===== src/rtl/keccak_pkg.sv =====
// Shared types and constants for the Keccak output path.
package keccak_pkg;

    localparam int unsigned RATE_SHA3_256 = 1088;
    localparam int unsigned RATE_SHAKE128 = 1344;
    localparam int unsigned KECCAK_W      = 32;

    typedef enum logic {
        IDLE,
        SEND
    } out_state_t;

    function automatic int unsigned ceil_div(input int unsigned a, input int unsigned b);
        return (a + b - 1) / b;
    endfunction

endpackage


===== src/rtl/keccak_out_shreg.sv =====
// Parallel-load rate shifter: loads the full rate, shifts right by one word per
// accepted transfer and exposes the lowest word.
module keccak_out_shreg #(
    parameter int unsigned RATE_MAX = 1344,
    parameter int unsigned W        = 32
) (
    input  logic                clk_i,
    input  logic                rst_ni,
    input  logic                load_i,
    input  logic                shift_i,
    input  logic [RATE_MAX-1:0] data_i,
    output logic [W-1:0]        word_o
);

    logic [RATE_MAX-1:0] shreg_q;
    logic [RATE_MAX-1:0] shreg_d;

    always_comb begin
        shreg_d = shreg_q;
        if (load_i) begin
            shreg_d = data_i;
        end else if (shift_i) begin
            shreg_d = shreg_q >> W;
        end
    end

    always_ff @(posedge clk_i or negedge rst_ni) begin
        if (!rst_ni) begin
            shreg_q <= '0;
        end else begin
            shreg_q <= shreg_d;
        end
    end

    assign word_o = shreg_q[W-1:0];

endmodule


===== src/rtl/keccak_out_unit.sv =====
// Keccak output unit: captures the rate and streams it out as W-bit words.
// Optional KECCAK_OUT_BSWAP_EN: byte-reverse each emitted word after tail masking.
module keccak_out_unit
    import keccak_pkg::*;
#(
    parameter int unsigned W        = 32,
    parameter int unsigned RATE_MAX = 1344,
    parameter int unsigned SIZE_W   = 11,
    parameter int unsigned CNT_W    = 6
) (
    input  logic                clk,
    input  logic                rst,
    input  logic                lo,
    input  logic                output_busy_set,
    input  logic [SIZE_W-1:0]   output_size,
    input  logic [RATE_MAX-1:0] rate_in,
    output logic                output_busy,
    output logic [W-1:0]        dout,
    output logic                dout_valid,
    output logic                dout_last,
    input  logic                dout_ready
);

    localparam int unsigned TAIL_W = $clog2(W);

    out_state_t        state_q;
    logic              busy_q;
    logic              valid_q;
    logic              last_q;
    logic [CNT_W-1:0]  words_q;
    logic [CNT_W-1:0]  words_d;
    logic [TAIL_W-1:0] tail_q;
    logic [TAIL_W-1:0] tail_d;
    int unsigned       size_eff;

    logic              start;
    logic              shift;
    logic [W-1:0]      word0;
    logic [W-1:0]      mask;
    logic [W-1:0]      masked;
    logic [W-1:0]      dout_sw;

    assign start = (state_q == IDLE) && lo && output_busy_set && (output_size != '0);
    assign shift = valid_q && dout_ready;

    keccak_out_shreg #(
        .RATE_MAX (RATE_MAX),
        .W        (W)
    ) u_shreg (
        .clk_i   (clk),
        .rst_ni  (rst),
        .load_i  (start),
        .shift_i (shift),
        .data_i  (rate_in),
        .word_o  (word0)
    );

    // Oversized requests clamp to the full rate, so no partial word is left.
    always_comb begin
        size_eff = 32'(output_size);
        tail_d   = TAIL_W'(size_eff % W);
        if (size_eff > RATE_MAX) begin
            size_eff = RATE_MAX;
            tail_d   = '0;
        end
        words_d = CNT_W'(ceil_div(size_eff, W));
    end

    always_ff @(posedge clk or negedge rst) begin
        if (!rst) begin
            state_q <= IDLE;
            busy_q  <= 1'b0;
            valid_q <= 1'b0;
            last_q  <= 1'b0;
            words_q <= '0;
            tail_q  <= '0;
        end else begin
            case (state_q)
                IDLE: begin
                    if (start) begin
                        state_q <= SEND;
                        busy_q  <= 1'b1;
                        valid_q <= 1'b1;
                        last_q  <= (words_d == CNT_W'(1));
                        words_q <= words_d;
                        tail_q  <= tail_d;
                    end
                end
                SEND: begin
                    if (dout_ready) begin
                        words_q <= words_q - CNT_W'(1);
                        if (words_q == CNT_W'(1)) begin
                            state_q <= IDLE;
                            busy_q  <= 1'b0;
                            valid_q <= 1'b0;
                            last_q  <= 1'b0;
                        end else begin
                            last_q  <= (words_q == CNT_W'(2));
                        end
                    end
                end
                default: state_q <= IDLE;
            endcase
        end
    end

    always_comb begin
        mask = '1;
        if (last_q && (tail_q != '0)) begin
            mask = (W'(1) << tail_q) - W'(1);
        end
        masked = word0 & mask;
    end

`ifdef KECCAK_OUT_BSWAP_EN
    always_comb begin
        dout_sw = '0;
        for (int unsigned b = 0; b < W / 8; b++) begin
            dout_sw[8*b +: 8] = masked[W-8-8*b +: 8];
        end
    end
`else
    assign dout_sw = masked;
`endif

    assign dout        = valid_q ? dout_sw : '0;
    assign dout_valid  = valid_q;
    assign dout_last   = last_q;
    assign output_busy = busy_q;

endmodule


===== config.mk =====
export PLATFORM = sky130hd
export DESIGN_NAME = keccak_out_unit
export DESIGN_NICKNAME = d
export VERILOG_FILES = /design/src/rtl/keccak_pkg.sv /design/src/rtl/keccak_out_shreg.sv /design/src/rtl/keccak_out_unit.sv
export SDC_FILE = /design/constraint.sdc
export NUM_CORES = 2
export LEC_CHECK = 0
export CAP_MARGIN = 20
export CORE_AREA = 5 5 535 537
export CTS_CLUSTER_SIZE = 40
export DETAILED_ROUTE_END_ITERATION = 7
export DIE_AREA = 0 0 540 542
export GPL_ROUTABILITY_DRIVEN = 0
export GPL_TIMING_DRIVEN = 0
export PLACE_DENSITY_LB_ADDON = 0.05
export SLEW_MARGIN = 10
export SYNTH_ARGS = -nofsm -noshare
export SYNTH_HDL_FRONTEND = slang
export SYNTH_HIERARCHICAL = 1
export SYNTH_SLANG_ARGS = --single-unit

===== constraint.sdc =====
create_clock -name clk -period 2.06 [get_ports clk]
set_input_delay 0.309 -clock clk [delete_from_list [all_inputs] [get_ports clk]]
set_output_delay 0.309 -clock clk [all_outputs]
set_load 0.05 [all_outputs]

=== Yosys cells after proc, flatten, opt, wreduce, memory -nomap -nowiden ===
Cells that the tools add are included.

* Register bits after elaboration: 1,358
* Input bits: 1,360
* Word-level logic and storage cells: 52

* Add/subtract/negate cells: 4
* $lt $le $gt $ge: 1
* Eq/ne operators: 6
* Shifts and indexed selects: 1
* Multiplexer cells: 21
* Bitwise logic cells: 2
* Reductions and logical operators: 11

{| class="wikitable"
|+ Operators with widths
! kind !! number
|-
| $mux W1344 || 2
|-
| $mux W32 || 2
|-
| $and A32 B32 Y32 || 1
|-
| $shl A1 B5 Y32 const A || 1
|-
| $sub A32 B2 Y32 const B || 1
|-
| $eq A6 B1 Y1 const B || 2
|-
| $mux W6 || 2
|-
| $pmux W6 S2 || 1
|-
| $add A11 B6 Y11 const B || 1
|-
| $gt A11 B11 Y1 const B || 1
|-
| $mux W11 || 1
|-
| $reduce_bool A11 Y1 || 1
|-
| $sub A11 B1 Y11 const B || 1
|-
| $mux W1 || 9
|-
| $eq A6 B2 Y1 const B || 1
|-
| $pmux W1 S2 || 3
|-
| $sub A6 B1 Y6 const B || 1
|-
| $logic_and A1 B1 Y1 || 5
|-
| $mux W5 || 1
|-
| $reduce_bool A5 Y1 || 1
|-
| $ne A2 B2 Y1 const B || 2
|-
| $reduce_and A2 Y1 || 2
|-
| $reduce_and A3 Y1 || 1
|-
| $ne A2 B1 Y1 const B || 1
|-
| other kinds (2) || 2
|}

=== Depth between registers and ports, before layout ===
* Word-level depth: 7
* Depth in mapped cells: 10
* Gate-level depth less buffers: 8

=== By module ===
The synthesis kept the hierarchy.

{| class="wikitable"
|+ By module, submodules not included
! module !! times used !! cells each !! area an instance (um2)
|-
| keccak_out_shreg || 1 || 5,857 || 62,789.0
|-
| keccak_out_unit || 1 || 266 || 1,762.9
|}

=== Worst setup path after synthesis ===
Ideal clock, no wire load.

* Path type: reg2out
* Start: reg tail_q[3]
* End: out dout[26]
* Arrival: 2.583 ns
* Slack: -0.832 ns
* Cell stages (with the launch flop): 11
* Path buffers: 2
* Cells stage by stage: dfrtp_1 -> buf_2 -> nor3_2 -> nand2_1 -> ha_1 -> buf_2 -> nor2_1 -> nand2_1 -> o21ai_0 -> nand3_1 -> a31oi_1

* Longest elaborated chain between the ends: 5
* Elaborated cells on any way between the ends: 7
* Classes of those cells: add/sub (1); shift (1); mux (2); bitwise (1); reduce/logical (2)

{| class="wikitable"
|+ RTL lines
! item !! line !! text
|-
| start: declaration || keccak_out_unit.sv:32 || <nowiki>logic [TAIL_W-1:0] tail_q;</nowiki>
|-
| start signal: assignment || keccak_out_unit.sv:86 || <nowiki>tail_q <= tail_d;</nowiki>
|-
| $shl A1 B5 Y32 / $reduce_bool A5 Y1 (equally long branches) || keccak_out_unit.sv:110, keccak_out_unit.sv:109 ||
|-
| $sub A32 B2 Y32 / $logic_and A1 B1 Y1 (equally long branches) || keccak_out_unit.sv:110, keccak_out_unit.sv:109 ||
|-
| $mux W32 * || keccak_out_unit.sv:109 || <nowiki>if (last_q && (tail_q != '0)) begin</nowiki>
|-
| $and A32 B32 Y32 * || keccak_out_unit.sv:112 || <nowiki>masked = word0 & mask;</nowiki>
|-
| $mux W32 * || keccak_out_unit.sv:126 || <nowiki>assign dout = valid_q ? dout_sw : '0;</nowiki>
|-
| end: declaration || keccak_out_unit.sv:18 || <nowiki>output logic [W-1:0] dout,</nowiki>
|}

Every way passes the cells marked *; elsewhere a longest branch is shown, timed or not.

=== Worst setup path in the final report ===
* Start: reg tail_q[1]
* End: out dout[14]

Same word-level chain as after synthesis.

==> flow_summary.ini <==
[global_routing]
largest_net_degree_at_the_start_of_global_routing = 148
global_route_wire_length_before_repair_um = 498000
grt.total_usage_pct = 24.2
global_route.peak_usage_layer = met2
grt_util_met1_pct = 32.1
grt.overflow.total = 0
met3_usage_pct = 4.39
met2_routing_resource_usage_after_global_routing_pct = 40.2
number_of_antenna_violations_at_the_first_check_in_global_routing = 218
number_of_global_route_vias_before_repair = 60500

[floorplan]
placeable_area_um2 = 281000
start_util_pct = 23.0
dieArea_um2 = 293000
num_rows = 195
die-width_um = 540
floorplan.die.height_um = 542
pin_count = 1395

[logic_synthesis]
synthDominantAreaCellType = sky130_fd_sc_hd__dfrtp_1
yosys.area.top_type_share_pct = 52.6
synth_enable_flop_cells = 0
synth_seq_area_share_pct = 52.6
postSynthCellCount = 6123
synth_most_common_cell = sky130_fd_sc_hd__nand2_1
post_synth_main_area_contributors = sky130_fd_sc_hd__dfrtp_1, sky130_fd_sc_hd__mux2i_1, sky130_fd_sc_hd__o21ai_1
synth-seq-cells = 1358
yosysWarningCount = 6
netlist_top_cells_count = sky130_fd_sc_hd__nand2_1, sky130_fd_sc_hd__dfrtp_1, sky130_fd_sc_hd__mux2i_1, sky130_fd_sc_hd__o21ai_1, sky130_fd_sc_hd__o21ai_0
ys.flop_type = sky130_fd_sc_hd__dfrtp_1
syn-num-nets = 7487
synthesis.area_per_instance_um2 = 10.5
synth_cell_type_count = 53
syn-cell-area_um2 = 64600
synth-async-reset-ratio_pct = 100

[outcome]
violations = negative hold slack, negative setup slack
run_status = finished, violations left

[timing]
final_period_minus_worst_setup_slack_ns = 3.31
slew-limit-headroom_pct = 39.1
clock-skew-final_ns = 0.0568
drv_slew = 0
worst_slew_pin_slew_ns = 0.914
max_freq_ghz = 0.302
final_min_period_over_clock_period_pct = 161
finalSetupViolCount = 249
number_of_hold_slack_violations_in_the_final_timing_report = 174
whs_ns = -0.573
final.setup.worst_slack_ns = -1.25
grt_setup_unrepaired = yes

[placed_design]
detailed_place_hpwl_um = 298000
placed_cells = 11300
dpl_cell_area_um2 = 83700
numPortBuffers = 1394
preCtsSetupSlack_ns = -2.32

[cts]
cts.root.buffer_cell = sky130_fd_sc_hd__clkbuf_16
clock_sinks = 1358
clk_pin_slew_worst_setup_hold_paths_ns = 0.06
tritoncts.num_buffers = 172
cts.htree.levels = 4
tritoncts = done
clk-insertion-delay-late_ns = 0.83
max-clock-path-buffers = 3

[final_layout]
nets_final = 9788
drive_above_1_share_pct = 12.9
stdcell_count = 12400
num-fill-cells = 28600
fin_util_pct = 35.8
area_growth_pct = 55.7
multiInputGateArea_um2 = 27200
final-seq-area_um2 = 34000
area_of_all_placed_cells_without_fillers_um2 = 101000

[drt]
route.detailed.wl_per_inst_um = 30.1
drt.antenna.violating_nets = 0
drt-vias-per-instance = 4.60
first_iter_violations = 3814
remaining_design_rule_violation_count = 0
drtPass1Iterations = 5
routed_wirelength_um = 373000
routed-via-count = 57000

[job]
maxCapViolations = 0

[critical_path]
timing.setup.critical_path_class = reg2out
reg2regPathDepth = 11
timing.critical_path.to_type = primary output
worst-path-max-fanout = 4
worstPathArrival_ns = 3.00
critical_path.startpoint_type = flip-flop
critPathRequiredTime_ns = 1.75

[worst_hold_path]
hp-class = in2async

[power]
worst_ir_drop_on_vdd_v = 0.000618
static-leakage-power_nw = 43.4
cellPowerDensity_nw_per_um2 = 1240
## kinds of logic after synthesis
kind of cell	Yosys count	synth area share (%)
AOI/OAI and AO/OA	1432	11.3
xor gates and xnor gates	3	0.0407
adders and majority gates	4	0.0775
buffers and inverters	510	6.48
DFF	1358	52.6
muxes	1318	20.4
and+or+nand+nor	1498	9.03
## registers in the layout, summed over array words and instances (netlist names)
name and count:
u_shreg/shreg_q 1344, words_q 6, tail_q 5, dout_last 1, dout_valid 1, state_q 1
## stage by stage
step / TNS [ns] / power, mW
after floorplan: -2.14 / 69.4
after global placement: - / 86.2
after detailed placement: -3147.81 / 86.8
after CTS: -266.28 / 124
after global routing: -76.95 / 132
final: -37.50 / 125
## routing by layer
metal / share of wire [%] / vias to the layer above
met2: 47 / 1924
met5: 0.099 / -
met1: 44 / 28500
li1: - / 25900
met3: 4.8 / 599
met4: 3.4 / 58
## path summary, 6_finish.rpt
| check | slack [ns] | from | end |
|---|---|---|---|
| max | -1.25 | tail_q[1] | dout[14] |
| min | -0.57 | rst | u_shreg/shreg_q[1326] |
| max reg2reg | -0.11 | dout_valid | u_shreg/shreg_q[810] |
| min reg2reg | 0.52 | u_shreg/shreg_q[1246] | u_shreg/shreg_q[1214] |
| max in group asynchronous | 0.37 | rst | u_shreg/shreg_q[12] |
| min in group clk | 0.07 | rate_in[1273] | u_shreg/shreg_q[1273] |
## where the power goes
group | switching [mW] | total [mW] | internal (mW) | leakage (nW)
Clock | 12.8 | 31.2 | 18.3 | 2.80
Sequential | 10.7 | 48.8 | 38.1 | 17.4
Combinational | 21.7 | 44.9 | 23.3 | 23.2
## cells in the final DEF, fill, tap and decap left out, types with 15 or more instances in the layout
cell type and instances:
sky130_fd_sc_hd__buf_12 136, sky130_fd_sc_hd__buf_16 57, sky130_fd_sc_hd__buf_2 45, sky130_fd_sc_hd__buf_4 106
sky130_fd_sc_hd__buf_6 88, sky130_fd_sc_hd__buf_8 36, sky130_fd_sc_hd__clkbuf_1 72, sky130_fd_sc_hd__clkbuf_16 232
sky130_fd_sc_hd__clkbuf_2 101, sky130_fd_sc_hd__clkbuf_4 67, sky130_fd_sc_hd__clkbuf_8 56, sky130_fd_sc_hd__clkdlybuf4s50_1 1354
sky130_fd_sc_hd__dfrtp_1 1353, sky130_fd_sc_hd__diode_2 87, sky130_fd_sc_hd__dlygate4sd3_1 550, sky130_fd_sc_hd__mux2i_1 1301
sky130_fd_sc_hd__nand2_1 1341, sky130_fd_sc_hd__nand2_2 45, sky130_fd_sc_hd__nand2b_1 32, sky130_fd_sc_hd__nor2_1 15
sky130_fd_sc_hd__o21ai_0 221, sky130_fd_sc_hd__o21ai_1 1138
## final cells by class
type                       count  area share (%)
sequential                  1358            33.8
multi-input combinational   4255            27.0
timing repair buffer        2144            23.4
clock buffer                 281            5.23
buffer                       483            5.12
tap                         3743            4.66
clock inverter                27           0.490
antenna                       87           0.217
inverter                      10          0.0535
## what timing repair did
action                                 in CTS  in global routing
pin swaps                                  27                 46
buffers inserted                           69                 32
cloned                                     41                 53
gates resized for setup                   717                464
setup endpoints to repair                1496               1569
endpoints found under the hold margin     681                114
hold buffers                              545                  6
## critical path, stage by stage (launching register included)
cell                       delay (ns)
sky130_fd_sc_hd__dfrtp_1         0.41
sky130_fd_sc_hd__nor3_4          0.19
sky130_fd_sc_hd__buf_6           0.16
sky130_fd_sc_hd__nand3_4         0.07
sky130_fd_sc_hd__ha_4            0.19
sky130_fd_sc_hd__buf_6           0.14
sky130_fd_sc_hd__buf_4           0.15
sky130_fd_sc_hd__buf_6           0.12
sky130_fd_sc_hd__a21oi_2         0.13
sky130_fd_sc_hd__o211ai_1        0.17
sky130_fd_sc_hd__and3_4          0.27
sky130_fd_sc_hd__buf_8           0.16
Power figures use the tool's default switching activity.
